--- config.mk ---
export PLATFORM = sky130hd
export DESIGN_NAME = mcpu_ram_bist_flat
export DESIGN_NICKNAME = d
export VERILOG_FILES = /design/src/rtl/mcpu_ram_bist_if.sv /design/src/rtl/mcpu_ram_bist.sv /design/src/flat_wrapper.sv
export SDC_FILE = /design/constraint.sdc
export NUM_CORES = 1
export LEC_CHECK = 0
export CAP_MARGIN = 20
export CORE_MARGIN = 4
export CORE_UTILIZATION = 44
export DETAILED_ROUTE_END_ITERATION = 7
export PLACE_DENSITY_LB_ADDON = 0.12
export SLEW_MARGIN = 20
export SYNTH_ARGS = -nofsm -noshare
export SYNTH_HDL_FRONTEND = slang
export SYNTH_SLANG_ARGS = --single-unit
--- constraint.sdc ---
create_clock -name clk -period 2 [get_ports clk]
set_input_delay 0.4 -clock clk [delete_from_list [all_inputs] [get_ports clk]]
set_output_delay 0.4 -clock clk [all_outputs]
set_load 0.05 [all_outputs]
--- src/rtl/mcpu_ram_bist_if.sv ---
`default_nettype none
// ============================================================================
// Module      : mcpu_ram_bist_if
// Description : RAM-controller port bundle between the BIST initiator (master)
//               and the RAM controller or its model (slave).
// Revision    : 1.0 - initial release
// ============================================================================
interface mcpu_ram_bist_if #(
    parameter int WORD_SIZE  = 16,
    parameter int ADDR_WIDTH = 8
);
    logic                  we;
    logic                  re;
    logic [ADDR_WIDTH-1:0] addr;
    logic [WORD_SIZE-1:0]  datawr;
    logic [ADDR_WIDTH-1:0] instraddr;
    logic [WORD_SIZE-1:0]  datard;
    logic [WORD_SIZE-1:0]  instrrd;

    modport master (
        output we, re, addr, datawr, instraddr,
        input  datard, instrrd
    );

    modport slave (
        input  we, re, addr, datawr, instraddr,
        output datard, instrrd
    );
endinterface
`default_nettype wire

--- src/rtl/mcpu_ram_bist.sv ---
`default_nettype none
// ============================================================================
// Module      : mcpu_ram_bist
// Description : Fills the MCPU RAM with an LFSR pattern, reads it back through
//               the data and instruction ports and reports pass/fail.
// Revision    : 1.0 - initial release
// ============================================================================
module mcpu_ram_bist #(
    parameter int                   WORD_SIZE  = 16,
    parameter int                   ADDR_WIDTH = 8,
    parameter logic [WORD_SIZE-1:0] SEED       = 16'hACE1,
    parameter logic [WORD_SIZE-1:0] POLY       = 16'h100B
) (
    input  wire logic              clk,
    input  wire logic              rst_n,
    input  wire logic              start,
    input  wire logic              abort,
    mcpu_ram_bist_if.master        ram,
    output logic                   busy,
    output logic                   done,
    output logic                   pass,
    output logic [ADDR_WIDTH:0]    err_count,
    output logic [ADDR_WIDTH-1:0]  fail_addr
);

    localparam logic [WORD_SIZE-1:0]  c_seed    = (SEED == '0) ? {{(WORD_SIZE-1){1'b0}}, 1'b1} : SEED;
    localparam logic [ADDR_WIDTH-1:0] c_last    = '1;
    localparam logic [ADDR_WIDTH-1:0] c_cnt_one = {{(ADDR_WIDTH-1){1'b0}}, 1'b1};
    localparam logic [ADDR_WIDTH:0]   c_err_one = {{ADDR_WIDTH{1'b0}}, 1'b1};

    typedef enum logic [2:0] {
        S_IDLE    = 3'd0,
        S_WRITE   = 3'd1,
        S_RD_ADDR = 3'd2,
        S_RD_CMP  = 3'd3,
        S_DONE    = 3'd4
    } state_t;

    state_t                r_state;
    state_t                w_state_nxt;

    logic [ADDR_WIDTH-1:0] r_cnt;
    logic [WORD_SIZE-1:0]  r_lfsr;
    logic [ADDR_WIDTH:0]   r_err;
    logic [ADDR_WIDTH-1:0] r_fail;
    logic                  r_we;
    logic                  r_re;
    logic [ADDR_WIDTH-1:0] r_addr;
    logic [ADDR_WIDTH-1:0] r_iaddr;
    logic [WORD_SIZE-1:0]  r_datawr;
    logic                  r_busy;
    logic                  r_done;
    logic                  r_pass;

    logic [ADDR_WIDTH-1:0] w_cnt_nxt;
    logic [WORD_SIZE-1:0]  w_lfsr_nxt;
    logic [ADDR_WIDTH:0]   w_err_nxt;
    logic [ADDR_WIDTH-1:0] w_fail_nxt;
    logic                  w_we_nxt;
    logic                  w_re_nxt;
    logic [ADDR_WIDTH-1:0] w_addr_nxt;
    logic [ADDR_WIDTH-1:0] w_iaddr_nxt;
    logic [WORD_SIZE-1:0]  w_datawr_nxt;
    logic                  w_busy_nxt;
    logic                  w_done_nxt;
    logic                  w_pass_nxt;

    logic [WORD_SIZE-1:0]  w_lfsr_step;
    logic                  w_cnt_last;
    logic                  w_mismatch;

    // Galois step: shift left, fold the feedback mask in when the MSB falls out
    assign w_lfsr_step = {r_lfsr[WORD_SIZE-2:0], 1'b0} ^ (r_lfsr[WORD_SIZE-1] ? POLY : '0);
    assign w_cnt_last  = (r_cnt == c_last);
    assign w_mismatch  = (ram.datard != r_lfsr) || (ram.instrrd != r_lfsr);

    always_ff @(posedge clk or negedge rst_n) begin
        if (!rst_n) begin
            r_state <= S_IDLE;
        end else begin
            r_state <= w_state_nxt;
        end
    end

    always_comb begin
        w_state_nxt  = r_state;
        w_cnt_nxt    = r_cnt;
        w_lfsr_nxt   = r_lfsr;
        w_err_nxt    = r_err;
        w_fail_nxt   = r_fail;
        w_we_nxt     = 1'b0;
        w_re_nxt     = 1'b0;
        w_addr_nxt   = '0;
        w_iaddr_nxt  = '0;
        w_datawr_nxt = '0;
        w_busy_nxt   = 1'b0;
        w_done_nxt   = 1'b0;
        w_pass_nxt   = 1'b0;

        if (abort) begin
            w_state_nxt = S_IDLE;
            w_cnt_nxt   = '0;
            w_lfsr_nxt  = c_seed;
            w_err_nxt   = '0;
            w_fail_nxt  = '0;
        end else begin
            case (r_state)
                S_IDLE, S_DONE: begin
                    if (start) begin
                        w_state_nxt = S_WRITE;
                        w_cnt_nxt   = '0;
                        w_lfsr_nxt  = c_seed;
                        w_err_nxt   = '0;
                        w_fail_nxt  = '0;
                    end else if (r_state == S_DONE) begin
                        w_done_nxt = 1'b1;
                        w_pass_nxt = (r_err == '0);
                    end
                end
                S_WRITE: begin
                    w_we_nxt     = 1'b1;
                    w_addr_nxt   = r_cnt;
                    w_datawr_nxt = r_lfsr;
                    w_busy_nxt   = 1'b1;
                    w_cnt_nxt    = r_cnt + c_cnt_one;
                    w_lfsr_nxt   = w_lfsr_step;
                    if (w_cnt_last) begin
                        // read-back replays the sequence from the seed
                        w_state_nxt = S_RD_ADDR;
                        w_cnt_nxt   = '0;
                        w_lfsr_nxt  = c_seed;
                    end
                end
                S_RD_ADDR: begin
                    w_re_nxt    = 1'b1;
                    w_addr_nxt  = r_cnt;
                    w_iaddr_nxt = r_cnt;
                    w_busy_nxt  = 1'b1;
                    w_state_nxt = S_RD_CMP;
                end
                S_RD_CMP: begin
                    w_re_nxt    = 1'b1;
                    w_addr_nxt  = r_cnt;
                    w_iaddr_nxt = r_cnt;
                    w_busy_nxt  = 1'b1;
                    if (w_mismatch) begin
                        w_err_nxt = r_err + c_err_one;
                        if (r_err == '0) begin
                            w_fail_nxt = r_cnt;
                        end
                    end
                    w_cnt_nxt   = r_cnt + c_cnt_one;
                    w_lfsr_nxt  = w_lfsr_step;
                    w_state_nxt = w_cnt_last ? S_DONE : S_RD_ADDR;
                end
                default: begin
                    w_state_nxt = S_IDLE;
                end
            endcase
        end
    end

    always_ff @(posedge clk or negedge rst_n) begin
        if (!rst_n) begin
            r_cnt    <= '0;
            r_lfsr   <= c_seed;
            r_err    <= '0;
            r_fail   <= '0;
            r_we     <= 1'b0;
            r_re     <= 1'b0;
            r_addr   <= '0;
            r_iaddr  <= '0;
            r_datawr <= '0;
            r_busy   <= 1'b0;
            r_done   <= 1'b0;
            r_pass   <= 1'b0;
        end else begin
            r_cnt    <= w_cnt_nxt;
            r_lfsr   <= w_lfsr_nxt;
            r_err    <= w_err_nxt;
            r_fail   <= w_fail_nxt;
            r_we     <= w_we_nxt;
            r_re     <= w_re_nxt;
            r_addr   <= w_addr_nxt;
            r_iaddr  <= w_iaddr_nxt;
            r_datawr <= w_datawr_nxt;
            r_busy   <= w_busy_nxt;
            r_done   <= w_done_nxt;
            r_pass   <= w_pass_nxt;
        end
    end

    assign ram.we        = r_we;
    assign ram.re        = r_re;
    assign ram.addr      = r_addr;
    assign ram.instraddr = r_iaddr;
    assign ram.datawr    = r_datawr;
    assign busy          = r_busy;
    assign done          = r_done;
    assign pass          = r_pass;
    assign err_count     = r_err;
    assign fail_addr     = r_fail;

endmodule
`default_nettype wire

--- src/flat_wrapper.sv ---
// flat-port wrapper written by rule: the top's interface ports become plain ports
module mcpu_ram_bist_flat 
#(
    parameter int                   WORD_SIZE  = 16,
    parameter int                   ADDR_WIDTH = 8,
    parameter logic [WORD_SIZE-1:0] SEED       = 16'hACE1,
    parameter logic [WORD_SIZE-1:0] POLY       = 16'h100B
)
  (clk, rst_n, start, abort, busy, done, pass, err_count, fail_addr, ram_we, ram_re, ram_addr, ram_datawr, ram_instraddr, ram_datard, ram_instrrd);
  mcpu_ram_bist_if #(.WORD_SIZE(WORD_SIZE), .ADDR_WIDTH(ADDR_WIDTH)) ram_i ();
  input  wire logic clk;
  input  wire logic rst_n;
  input  wire logic start;
  input  wire logic abort;
  output logic busy;
  output logic done;
  output logic pass;
  output logic [ADDR_WIDTH:0] err_count;
  output logic [ADDR_WIDTH-1:0] fail_addr;
  output wire logic [$bits(ram_i.we)-1:0] ram_we;
  output wire logic [$bits(ram_i.re)-1:0] ram_re;
  output wire logic [$bits(ram_i.addr)-1:0] ram_addr;
  output wire logic [$bits(ram_i.datawr)-1:0] ram_datawr;
  output wire logic [$bits(ram_i.instraddr)-1:0] ram_instraddr;
  input wire logic [$bits(ram_i.datard)-1:0] ram_datard;
  input wire logic [$bits(ram_i.instrrd)-1:0] ram_instrrd;
  assign ram_we = ram_i.we;
  assign ram_re = ram_i.re;
  assign ram_addr = ram_i.addr;
  assign ram_datawr = ram_i.datawr;
  assign ram_instraddr = ram_i.instraddr;
  assign ram_i.datard = ram_datard;
  assign ram_i.instrrd = ram_instrrd;
  mcpu_ram_bist #(.WORD_SIZE(WORD_SIZE), .ADDR_WIDTH(ADDR_WIDTH), .SEED(SEED), .POLY(POLY)) u_core (.clk(clk), .rst_n(rst_n), .start(start), .abort(abort), .ram(ram_i), .busy(busy), .done(done), .pass(pass), .err_count(err_count), .fail_addr(fail_addr));
endmodule
==> results by group, run 1 <==
Outcome
  – Status: finished with violations
  – Failing checks: setup timing

Timing
  – Final WS setup: -4.12 ps
  – FMAX: 499 MHz
  – Minimum clock period: 2000 ps
  – Layout Skew: 7.13 ps
  – Setup-failing EPs final: 1
  – Slew of the pin with the lowest slew margin: 557 ps
  – Worst slew margin: 62.9%
  – RSZ-0062 raised after global routing: yes
  – Final Max Tran Viols: 0
  – Final Hold Slack: 515 ps
  – Final period util: 100%
  – Hold Fails Final Rpt: 0

Final layout
  – Antenna cells: 0
  – Final core occ: 66.8%
  – Multi-input gate area: 1600 sq um
  – Post-route cell area: 5210 sq um
  – Area grow syn2layout: 45.6%
  – Final nets: 502
  – Commonest non-fill, non-tap cell in the layout: clkdlybuf4s50_1
  – Fill cell count: 639
  – Flip-flop and latch area: 2040 sq um
  – Fraction of layout cells with a size suffix above 1: 19.2%
  – Non-filler cells, final: 570
  – Commonest non-fill, non-tap cells in the layout: clkdlybuf4s50_1 (74), dfrtp_1 (73), buf_4 (49)

Logic synthesis
  – Syn_nets: 369
  – Async set or reset register ratio after synthesis: 100%
  – Mapped cell area: 3580 sq um
  – Synthesized netlist cell count: 330
  – Seq cells post-synth: 81
  – Main synth FF type: dfrtp_1
  – Number of synthesized flops with an enable pin: 0
  – Yosys cell types: 37
  – Syn Area/Cell: 10.8 sq um
  – Register area share after synthesis: 56.9%
  – Syn. warnings: 0

Clock network
  – TritonCTS clock tree: built
  – Clock tree sinks: 81
  – Clock transition at path regs: 80 ps
  – H-tree levels: 3
  – Worst-Skew Late Latency: 350 ps
  – Root Buffer: clkbuf_8
  – CTS Buf Count: 9
  – Clk buf depth: 2

Setup path
  – Worst path buffer plus inverter count: 2
  – Nature of the critical path startpoint: input pin
  – Required time of the critical path: 2290 ps
  – CP max-delay cell: clkdlybuf4s50_1
  – Crit path capture type: register
  – Worst path top cell family by delay: simple AND/OR/NAND/NOR gates
  – CP cell instances: clkdlybuf4s50_1, nand4bb_1, a221o_1, nor4_4, buf_6, a22o_4, or4b_1, nand2_1
  – Crit-path max cell delay: 500 ps
  – Critical path peak fanout: 7
  – Critical path arrival: 2290 ps
  – WS Path Type: input pin to register

Drt
  – Post-route ant nets: 0
  – Drt pass-1 iters: 4
  – WL/cell: 15.9 microns
  – Via density: 5.23
  – Via count: 2,980
  – Initial DRC count: 121
  – DRC errors left: 0
  – Routed wire length: 9070 microns

Die
  – IO Count: 90
  – Initial Util: 45.8%
  – Row cnt: 32
  – Die X-Extent: 98.2 microns
  – Core box area: 7810 sq um
  – Die height: 98.2 microns
  – Die area: 9640 sq um

Placed design
  – Cell count after placement: 545
  – Cell Area, Placed: 4810 sq um
  – DP HPWL: 6330 microns
  – Buffers on Ports: 89
  – Worst slack, placed: -530 ps
  – GP Congestion: 0.842

Pwr
  – Pleak: 0.00240 uW
  – VDD IR max: 0.354 mV
  – Power Density: 636 nW/um^2

Global routing
  – Global route overflow: 0
  – Largest net degree at the start of global routing: 33
  – Vias in the first global route: 2,947
  – GRT Resource Usage Total: 19.0%
  – Initial antenna violation count: 0
  – First-pass GRT wire length: 14,700 microns

Hold path
  – Hold Crit Class: register to register

Run
  – Max_cap viols: 0
-- synthesized netlist by cell type (2+ instances only) --
cell type | instances | share of area (%)
dfstp_2 | 8 | 5.9
a31oi_1 | 12 | 2.1
nor4_1 | 2 | 0.35
xnor2_1 | 24 | 5.9
o22ai_1 | 2 | 0.35
dfrtp_1 | 73 | 51
nand2_1 | 30 | 3.1
o21ai_0 | 29 | 4.1
ha_1 | 3 | 1.0
a22o_1 | 7 | 1.7
nor3_1 | 9 | 1.3
nor2_1 | 9 | 0.94
buf_4 | 3 | 0.63
or4b_1 | 2 | 0.56
and2_1 | 44 | 7.7
buf_2 | 2 | 0.28
nand3_1 | 8 | 1.1
nand4_1 | 6 | 1.0
o41ai_1 | 5 | 1.2
o22a_1 | 8 | 2.0
buf_1 | 3 | 0.31
o31ai_1 | 2 | 0.42
clkbuf_1 | 7 | 0.73
a21oi_1 | 3 | 0.42
or3_1 | 2 | 0.35
inv_1 | 6 | 0.63
and3_1 | 11 | 1.9
-- metal layers --
metal / wire [microns] / track usage (%)
met5: 0 / 0
met4: 131 / 6.09
met3: 445 / 3.14
met2: 4240 / 30.2
met1: 4250 / 26.9
-- registers in the layout, indices dropped and copies added (netlist names) --
signal and count:
u_core.ram.re 1, u_core.ram.addr 8, u_core.ram.datawr 16, u_core.r_state 3
u_core.r_lfsr 16, u_core.ram.we 1, u_core.done 1, u_core.fail_addr 8
u_core.busy 1, u_core.err_count 9, u_core.ram.instraddr 8, u_core.r_cnt 8
u_core.pass 1
-- report_power, final --
part | switching, uW | internal (uW) | total [uW]
Clock | 601 | 581 | 1180
Sequential | 32.3 | 1680 | 1710
Combinational | 215 | 206 | 422
-- logic make-up (layout without fill, tap and decap cells) --
family / Yosys count / after routing / share of synthesized area (%)
compound gates: 73 / 76 / 13.6
xor+xnor: 25 / 25 / 6.12
fa+ha+maj: 3 / 3 / 1.05
buf+inv: 21 / 156 / 2.59
flops: 81 / 81 / 56.9
simple gates: 127 / 127 / 19.7
-- final timing paths --
kind | startpoint | endpoint | slack [ps] | cells after the start
setup / recovery | abort | u_core.err_count[3] | -4 | 8
hold / removal | u_core.fail_addr[1] | u_core.fail_addr[1] | 510 | 2
setup reg to reg | u_core.r_lfsr[7] | u_core.err_count[3] | 20 | 8
hold reg to reg | u_core.fail_addr[1] | u_core.fail_addr[1] | 510 | 2
max in group asynchronous | rst_n | u_core.ram.datawr[1] | 870 | 3
min in group asynchronous | rst_n | u_core.ram.addr[2] | 520 | 2
-- worst register-to-register path, cell delays in order, from the launching register on --
cell and delay [ps]:
dfstp_2 570, buf_4 130, xnor2_1 70, nand4_1 120, nor4_4 60, buf_6 150
a22o_4 290, or4b_1 470, nand2_1 80
-- stage by stage --
step | power, uW | TNS (ps)
CTS | 3330 | 0
finish | 3320 | -4.12
global route | 3450 | -382
floorplan | 1920 | 0
detailed placement | 2140 | -8010
global placement | 2140 | -7070
-- area by class of cell --
cell class | instances | share of cell area [%]
inverter | 6 | 0.432
sequential | 81 | 39.1
timing repair buffer | 134 | 23.7
clock inverter | 6 | 1.30
clock buffer | 10 | 2.45
multi-input combinational | 231 | 30.6
tap | 102 | 2.45
-- timing repair --
| item | in CTS | in global routing |
|---|---|---|
| setup buffers | 2 | 3 |
| hold buffers | 1 | 0 |
| setup endpoints to repair | 18 | 29 |
| gates cloned | 3 | 0 |
| gates resized for setup | 15 | 14 |
| hold endpoints to repair | 16 | 0 |
| pin swaps | 11 | 6 |
(Power assumes the default switching activity.)
==> run 2, diff against run 1 <==
--- a/config.mk
+++ b/config.mk
@@ -5,9 +5,10 @@
 export SDC_FILE = /design/constraint.sdc
 export NUM_CORES = 1
 export LEC_CHECK = 0
+export ABC_AREA = 1
 export CAP_MARGIN = 20
 export CORE_MARGIN = 4
-export CORE_UTILIZATION = 44
+export CORE_UTILIZATION = 45
 export DETAILED_ROUTE_END_ITERATION = 7
 export PLACE_DENSITY_LB_ADDON = 0.12
 export SLEW_MARGIN = 20
==> run 2 against run 1 <==
Compared with the run above: the run now ends clean; register-to-register slack improved by 120 ps; via count rose by 7.1%; largest power group unchanged; core utilization fell by 4.5 points; count of clock-buffer cells in the layout rose by 1; power rose by 28%; critical path type is now register to output pin; sequential power rose by 12%.
==> results by group, run 2 <==
Setup path
  – Nature of the critical path startpoint: register
  – Crit-path max cell delay: 810 ps (+310 ps)
  – Crit path from: u_core.fail_addr[1]
  – Reg2Reg Depth: 9 (+1)
  – Worst r2r dst: u_core.fail_addr[2]
  – Worst path buffer plus inverter count: 1 (-1)
  – Critical path peak fanout: 2 (-5)
  – Required time of the critical path: 1600 ps (-690 ps)
  – CP cell instances: clkdlybuf4s50_1
  – Critical path arrival: 1530 ps (-760 ps)
  – CP max-delay cell: clkdlybuf4s50_1
  – WS Path Type: register to output pin
  – Setup slack, reg-to-reg: 140 ps (+120 ps)
  – Worst path top cell family by delay: buffers and inverters
  – Crit path capture type: output pin
  – RR Startpoint: u_core.r_lfsr[11]

Logic synthesis
  – Syn. warnings: 0 (unchanged)
  – Cell taking the most area after synthesis: dfrtp_1
  – Post-synth top cells: nand2_1 (75), dfrtp_1 (73), nor2_1 (73), inv_1 (54), xnor2_1 (28)
  – Mapped cell area: 3800 sq um (+6.0%)
  – Seq cells post-synth: 81 (unchanged)
  – Syn_nets: 462 (+25%)
  – Synth top area share: 48.1% (-2.9 points)
  – Main area contributors after synthesis: dfrtp_1 (48%), nand2_1 (7.4%), nor2_1 (7.2%)
  – Register area share after synthesis: 53.7% (-3.2 points)
  – Syn Area/Cell: 8.97 sq um (-17%)
  – Async set or reset register ratio after synthesis: 100% (unchanged)
  – Main synth FF type: dfrtp_1
  – Count leader, synth: nand2_1
  – Yosys cell types: 34 (-8.1%)
  – Number of synthesized flops with an enable pin: 0 (unchanged)
  – Synthesized netlist cell count: 423 (+28%)

Clock network
  – Clock transition at path regs: 90 ps (about the same)
  – Clk buf depth: 2 (unchanged)
  – H-tree levels: 3 (unchanged)
  – TritonCTS clock tree: built
  – Root Buffer: clkbuf_8
  – Clock tree sinks: 81 (unchanged)
  – CTS Buf Count: 9 (unchanged)
  – Setup bufs post-CTS: 0 (-2)
  – Worst-Skew Late Latency: 360 ps (about the same)

Timing
  – Final period util: 96.7% (-3.5 points)
  – Minimum clock period: 1930 ps (-70.9 ps)
  – Setup-failing EPs final: 0 (-1)
  – FMAX: 517 MHz (+3.7%)
  – Slew of the pin with the lowest slew margin: 520 ps (-37.1 ps)
  – Hold Fails Final Rpt: 0 (unchanged)
  – Layout Skew: 17.4 ps (+10.3 ps)
  – RSZ-0062 raised after global routing: no
  – Final Hold Slack: 478 ps (-36.9 ps)
  – Worst slew margin: 65.3% (+2.4 points)
  – Final Max Tran Viols: 0 (unchanged)

Pwr
  – Reg power frac: 45.2% (-6.4 points)
  – P_int: 2820 uW (+14%)
  – VDD IR max: 0.540 mV (+53%)
  – Pleak: 0.00240 uW (-0.20%)
  – Clock share of power: 27.5% (-8.2 points)
  – Sw frac: 33.6% (+8.0 points)
  – Power Density: 828 nW/um^2 (+30%)
  – Logic pwr share: 27.3% (+15 points)
  – Net Switching: 1420 uW (+68%)

Placed design
  – Buffers on Ports: 89 (unchanged)
  – DP HPWL: 6480 microns (+2.4%)
  – Cell count after placement: 623 (+14%)
  – GP Congestion: 0.850 (+0.96%)
  – Cell Area, Placed: 4880 sq um (+1.3%)

Outcome
  – Status: finished, final reports clean

Global routing
  – First-pass GRT wire length: 14,600 microns (-1.1%)
  – Vias in the first global route: 3,084 (+4.6%)
  – GRT Resource Usage Total: 18.5% (-0.53 points)
  – Met2 GRT Util: 29.4% (-0.81 points)
  – Met3 usage: 4.03% (+0.89 points)
  – Initial antenna violation count: 0 (unchanged)
  – Largest net degree at the start of global routing: 59 (+79%)
  – Met1 usage: 25.1% (-1.8 points)
  – Most used routing layer: met2
  – Global route overflow: 0 (unchanged)

Hold path
  – Hold Crit Class: input pin to asynchronous set/reset pin

Die
  – IO Count: 90 (unchanged)
  – Die height: 99.8 microns (+1.7%)
  – Die X-Extent: 99.8 microns (+1.7%)
  – Core box area: 8220 sq um (+5.2%)
  – Row cnt: 33 (+3.1%)
  – Die area: 9970 sq um (+3.4%)
  – Initial Util: 46.2% (+0.35 points)

Drt
  – Post-route ant nets: 0 (unchanged)
  – DRC errors left: 0 (unchanged)
  – Via density: 4.97 (-4.9%)
  – Via count: 3,191 (+7.1%)
  – Drt pass-1 iters: 5 (+1)
  – Initial DRC count: 141 (+17%)
  – Routed wire length: 9170 microns (+1.1%)
  – WL/cell: 14.3 microns (-10%)

Final layout
  – Post-route cell area: 5120 sq um (-1.8%)
  – Final nets: 571 (+14%)
  – Antenna cells: 0 (unchanged)
  – Commonest non-fill, non-tap cell in the layout: clkdlybuf4s50_1
  – Commonest non-fill, non-tap cells in the layout: clkdlybuf4s50_1 (79), nand2_1 (75), nor2_1 (73), dfrtp_1 (73), inv_1 (54)
  – Area grow syn2layout: 34.8%
  – Non-filler cells, final: 642 (+13%)
  – Final core occ: 62.3% (-4.5 points)
  – Fraction of layout cells with a size suffix above 1: 12.8% (-6.4 points)

Run
  – Max_cap viols: 0 (unchanged)
run 2: changes by cell type in the layout (fill, tap and decap cells not counted), moves of 9 or more:
| cell | before | now |
|---|---|---|
| xor2_1 | 1 | 10 |
| nand2_1 | 29 | 75 |
| o21ai_0 | 24 | 6 |
| buf_4 | 49 | 25 |
| and2_1 | 44 | 0 |
| o22ai_1 | 0 | 17 |
| nand4_1 | 6 | 22 |
| nor2_1 | 9 | 73 |
| inv_1 | 6 | 54 |
| and3_1 | 11 | 0 |
| a31oi_1 | 9 | 0 |
run 2: final cells by class:
class / instances / area [sq um]
flip-flops and latches: 81 / 2040
inverters: 60 / 225
well taps: 105 / 131
clock inverters: 5 / 56.3
repair buffers: 107 / 1030
fillers: 726 / 3100
multi-input cells: 273 / 1510
clock buffers: 11 / 131
run 2: logic make-up after synthesis:
logic type               count (synthesis)  synth area share (%)
AO/OA/AOI/OAI                           35                  5.74
XOR/XNOR                                38                  8.77
adder cells (fa/ha/maj)                  3                 0.989
buffers and inverters                   71                  7.74
flip-flops                              81                  53.7
AND/OR/NAND/NOR                        195                  23.1
run 2: worst reg2reg max path, delay by kind of cell, from the launching register on:
| family | cells | cell delay (ps) |
|---|---|---|
| buf+inv | 1 | 110 |
| flops | 1 | 620 |
| xor+xnor | 1 | 140 |
| simple gates | 7 | 880 |
run 2: worst max path at each step:
stage,slack (ps),cells after the start,endpoint
floorplan,240,9,u_core.fail_addr[0]
global placement,-130,11,u_core.err_count[6]
detailed placement,-170,12,u_core.err_count[7]
CTS,50,1,fail_addr[6]
global route,7,8,u_core.r_cnt[0]
finish,70,1,fail_addr[1]
run 2: what timing repair did:
| action | 4_1_cts | 5_1_grt |
|---|---|---|
| resized for setup | 0 | 4 |
| endpoints found under the setup margin | 0 | 21 |
| hold endpoints to repair | 20 | 0 |
| hold buffers | 1 | 0 |
run 2: metrics by stage:
step	TNS, ps	setup WS [ps]	power [uW]
global route	0	6.53	4470
CTS	0	47.8	4250
floorplan	0	241	2660
finish	0	66.7	4240
detailed placement	-2460	-170	3090
global placement	-2030	-130	3070
run 2: metal layers:
metal | routed length [microns] | share of wire, %
met4 | 138 | 1.5
met5 | 0 | 0
met1 | 4100 | 45
met2 | 4480 | 49
met3 | 453 | 4.9
run 2: power groups by stage:
stage                     clock, uW  combinational [uW]  sequential [uW]
after floorplan                   0                 562             2100
after global placement            0                1120             1940
after detailed placement          0                1140             1950
after CTS                      1190                1150             1920
after global routing           1270                1270             1940
final                          1170                1160             1920
==> run 3, diff against run 2 <==
--- a/config.mk
+++ b/config.mk
@@ -9,6 +9,7 @@
 export CAP_MARGIN = 20
 export CORE_MARGIN = 4
 export CORE_UTILIZATION = 45
+export CTS_BUF_LIST = sky130_fd_sc_hd__clkbuf_8
 export DETAILED_ROUTE_END_ITERATION = 7
 export PLACE_DENSITY_LB_ADDON = 0.12
 export SLEW_MARGIN = 20
==> run 3 against run 2 <==
Compared with the run above: core utilization unchanged; count of clock-buffer cells in the layout down 2; power down 0.13%; combinational power about the same; die area unchanged; maximum frequency about the same; clock power about the same; clock skew about the same.
==> results by group, run 3 (same netlist as run 2, synthesis figures left out) <==
Outcome
  – Status: finished, final reports clean

Global routing
  – Vias in the first global route: 3,084 (unchanged)
  – First-pass GRT wire length: 14,600 microns (unchanged)
  – GRT Resource Usage Total: 18.5% (unchanged)
  – Largest net degree at the start of global routing: 59 (unchanged)
  – Global route overflow: 0 (unchanged)
  – Initial antenna violation count: 0 (unchanged)

Final layout
  – Flip-flop and latch area: 2040 sq um (unchanged)
  – Commonest non-fill, non-tap cell in the layout: clkdlybuf4s50_1
  – Final core occ: 62.3% (unchanged)
  – Final nets: 571 (unchanged)
  – Antenna cells: 0 (unchanged)
  – Fraction of layout cells with a size suffix above 1: 12.8% (unchanged)
  – Area grow syn2layout: 34.8% (unchanged)
  – Multi-input gate area: 1510 sq um (unchanged)
  – Fill cell count: 726 (unchanged)
  – Commonest non-fill, non-tap cells in the layout: clkdlybuf4s50_1 (79), nand2_1 (75), nor2_1 (73), dfrtp_1 (73), inv_1 (56)

Die
  – IO Count: 90 (unchanged)
  – Initial Util: 46.2% (unchanged)
  – Row cnt: 33 (unchanged)
  – Die X-Extent: 99.8 microns (unchanged)
  – Core box area: 8220 sq um (unchanged)
  – Die area: 9970 sq um (unchanged)
  – Die height: 99.8 microns (unchanged)

Clock network
  – Worst-Skew Late Latency: 360 ps (about the same)
  – CTS Buf Count: 9 (unchanged)
  – Clock tree sinks: 81 (unchanged)
  – H-tree levels: 3 (unchanged)
  – TritonCTS clock tree: built
  – Root Buffer: clkbuf_8
  – Clk buf depth: 2 (unchanged)
  – Clock transition at path regs: 90 ps (about the same)

Placed design
  – GP Congestion: 0.850 (unchanged)
  – DP HPWL: 6480 microns (unchanged)
  – Buffers on Ports: 89 (unchanged)

Setup path
  – WS Path Type: register to output pin
  – Critical path peak fanout: 2 (unchanged)
  – CP max-delay cell: clkdlybuf4s50_1
  – Worst path buffer plus inverter count: 1 (unchanged)
  – CP cell instances: clkdlybuf4s50_1
  – Crit path capture type: output pin
  – Required time of the critical path: 1600 ps (about the same)
  – Crit-path max cell delay: 810 ps (about the same)
  – Critical path arrival: 1530 ps (about the same)
  – Nature of the critical path startpoint: register
  – Worst path top cell family by delay: buffers and inverters

Timing
  – RSZ-0062 raised after global routing: no
  – Setup-failing EPs final: 0 (unchanged)
  – Minimum clock period: 1930 ps (-1.83 ps)
  – Slew of the pin with the lowest slew margin: 522 ps (+2.28 ps)
  – Worst slew margin: 65.1% (-0.15 points)
  – Layout Skew: 17.8 ps (+0.415 ps)
  – FMAX: 518 MHz (about the same)
  – Final period util: 96.6% (about the same)
  – Final setup TNS: 0 ps (unchanged)
  – Final Max Tran Viols: 0 (unchanged)
  – Hold Fails Final Rpt: 0 (unchanged)

Pwr
  – Power Density: 827 nW/um^2 (-0.13%)
  – Total power: 4230 uW (-0.13%)
  – Pleak: 0.00240 uW (+0.35%)
  – VDD IR max: 0.535 mV (-1.0%)

Drt
  – Initial DRC count: 155 (+9.9%)
  – WL/cell: 14.3 microns (+0.28%)
  – DRC errors left: 0 (unchanged)
  – Via density: 4.95 (-0.34%)
  – Routed wire length: 9200 microns (+0.28%)
  – Via count: 3,180 (-0.34%)
  – Post-route ant nets: 0 (unchanged)
  – Drt pass-1 iters: 6 (+1)

Run
  – Max_cap viols: 0 (unchanged)

Hold path
  – Hold Crit Class: input pin to asynchronous set/reset pin
-- run 3: timing repair --
action | CTS | global route
resized for setup | 0 | 4
endpoints found under the setup margin | 0 | 21
hold buffers | 1 | 0
hold endpoints to repair | 20 | 0
setup buffers | 0 | 0
-- run 3: per-layer routing --
layer	vias up	global-route usage, %	wire (microns)
li1	1563	-	-
met1	1512	25.1	4140
met2	96	29.4	4520
met3	9	4.03	430
met4	0	6.83	108
met5	-	0	0
-- run 3: cell type report --
cell class	count	share of cell area, %
multi-input cells	273	29.5
well taps	105	2.57
flip-flops and latches	81	39.8
repair buffers	107	20.1
clock buffers	9	2.42
clock inverters	7	1.25
inverters	60	4.40
-- run 3: path summary, 6_finish.rpt --
path	start	endpoint	slack, ps	cells after the start
setup / recovery	u_core.fail_addr[1]	fail_addr[1]	70	1
hold / removal	rst_n	u_core.ram.datawr[12]	470	2
setup reg to reg	u_core.r_lfsr[11]	u_core.fail_addr[2]	120	9
hold reg to reg	u_core.fail_addr[7]	u_core.fail_addr[7]	480	2
max in group asynchronous	rst_n	u_core.r_lfsr[5]	870	3
min in group clk	u_core.fail_addr[7]	u_core.fail_addr[7]	480	2
-- run 3: where the power goes --
group / internal [uW] / switching (uW) / leakage (uW)
Sequential: 1790 / 127 / 0.00109
Combinational: 449 / 711 / 0.00121
Clock: 566 / 591 / 0.000102
-- run 3: per-stage QoR --
step / cell area (sq um) / instances / hold WS (ps) / setup WS (ps)
5_1_grt: 5120 / 642 / 509 / 6.53
4_1_cts: 5070 / 640 / 491 / 47.8
3_3_place_gp: 4880 / 623 / 323 / -130
2_1_floorplan: 3800 / 423 / 104 / 241
6_report: 5120 / 642 / 475 / 68.6
3_5_place_dp: 4880 / 623 / 332 / -170
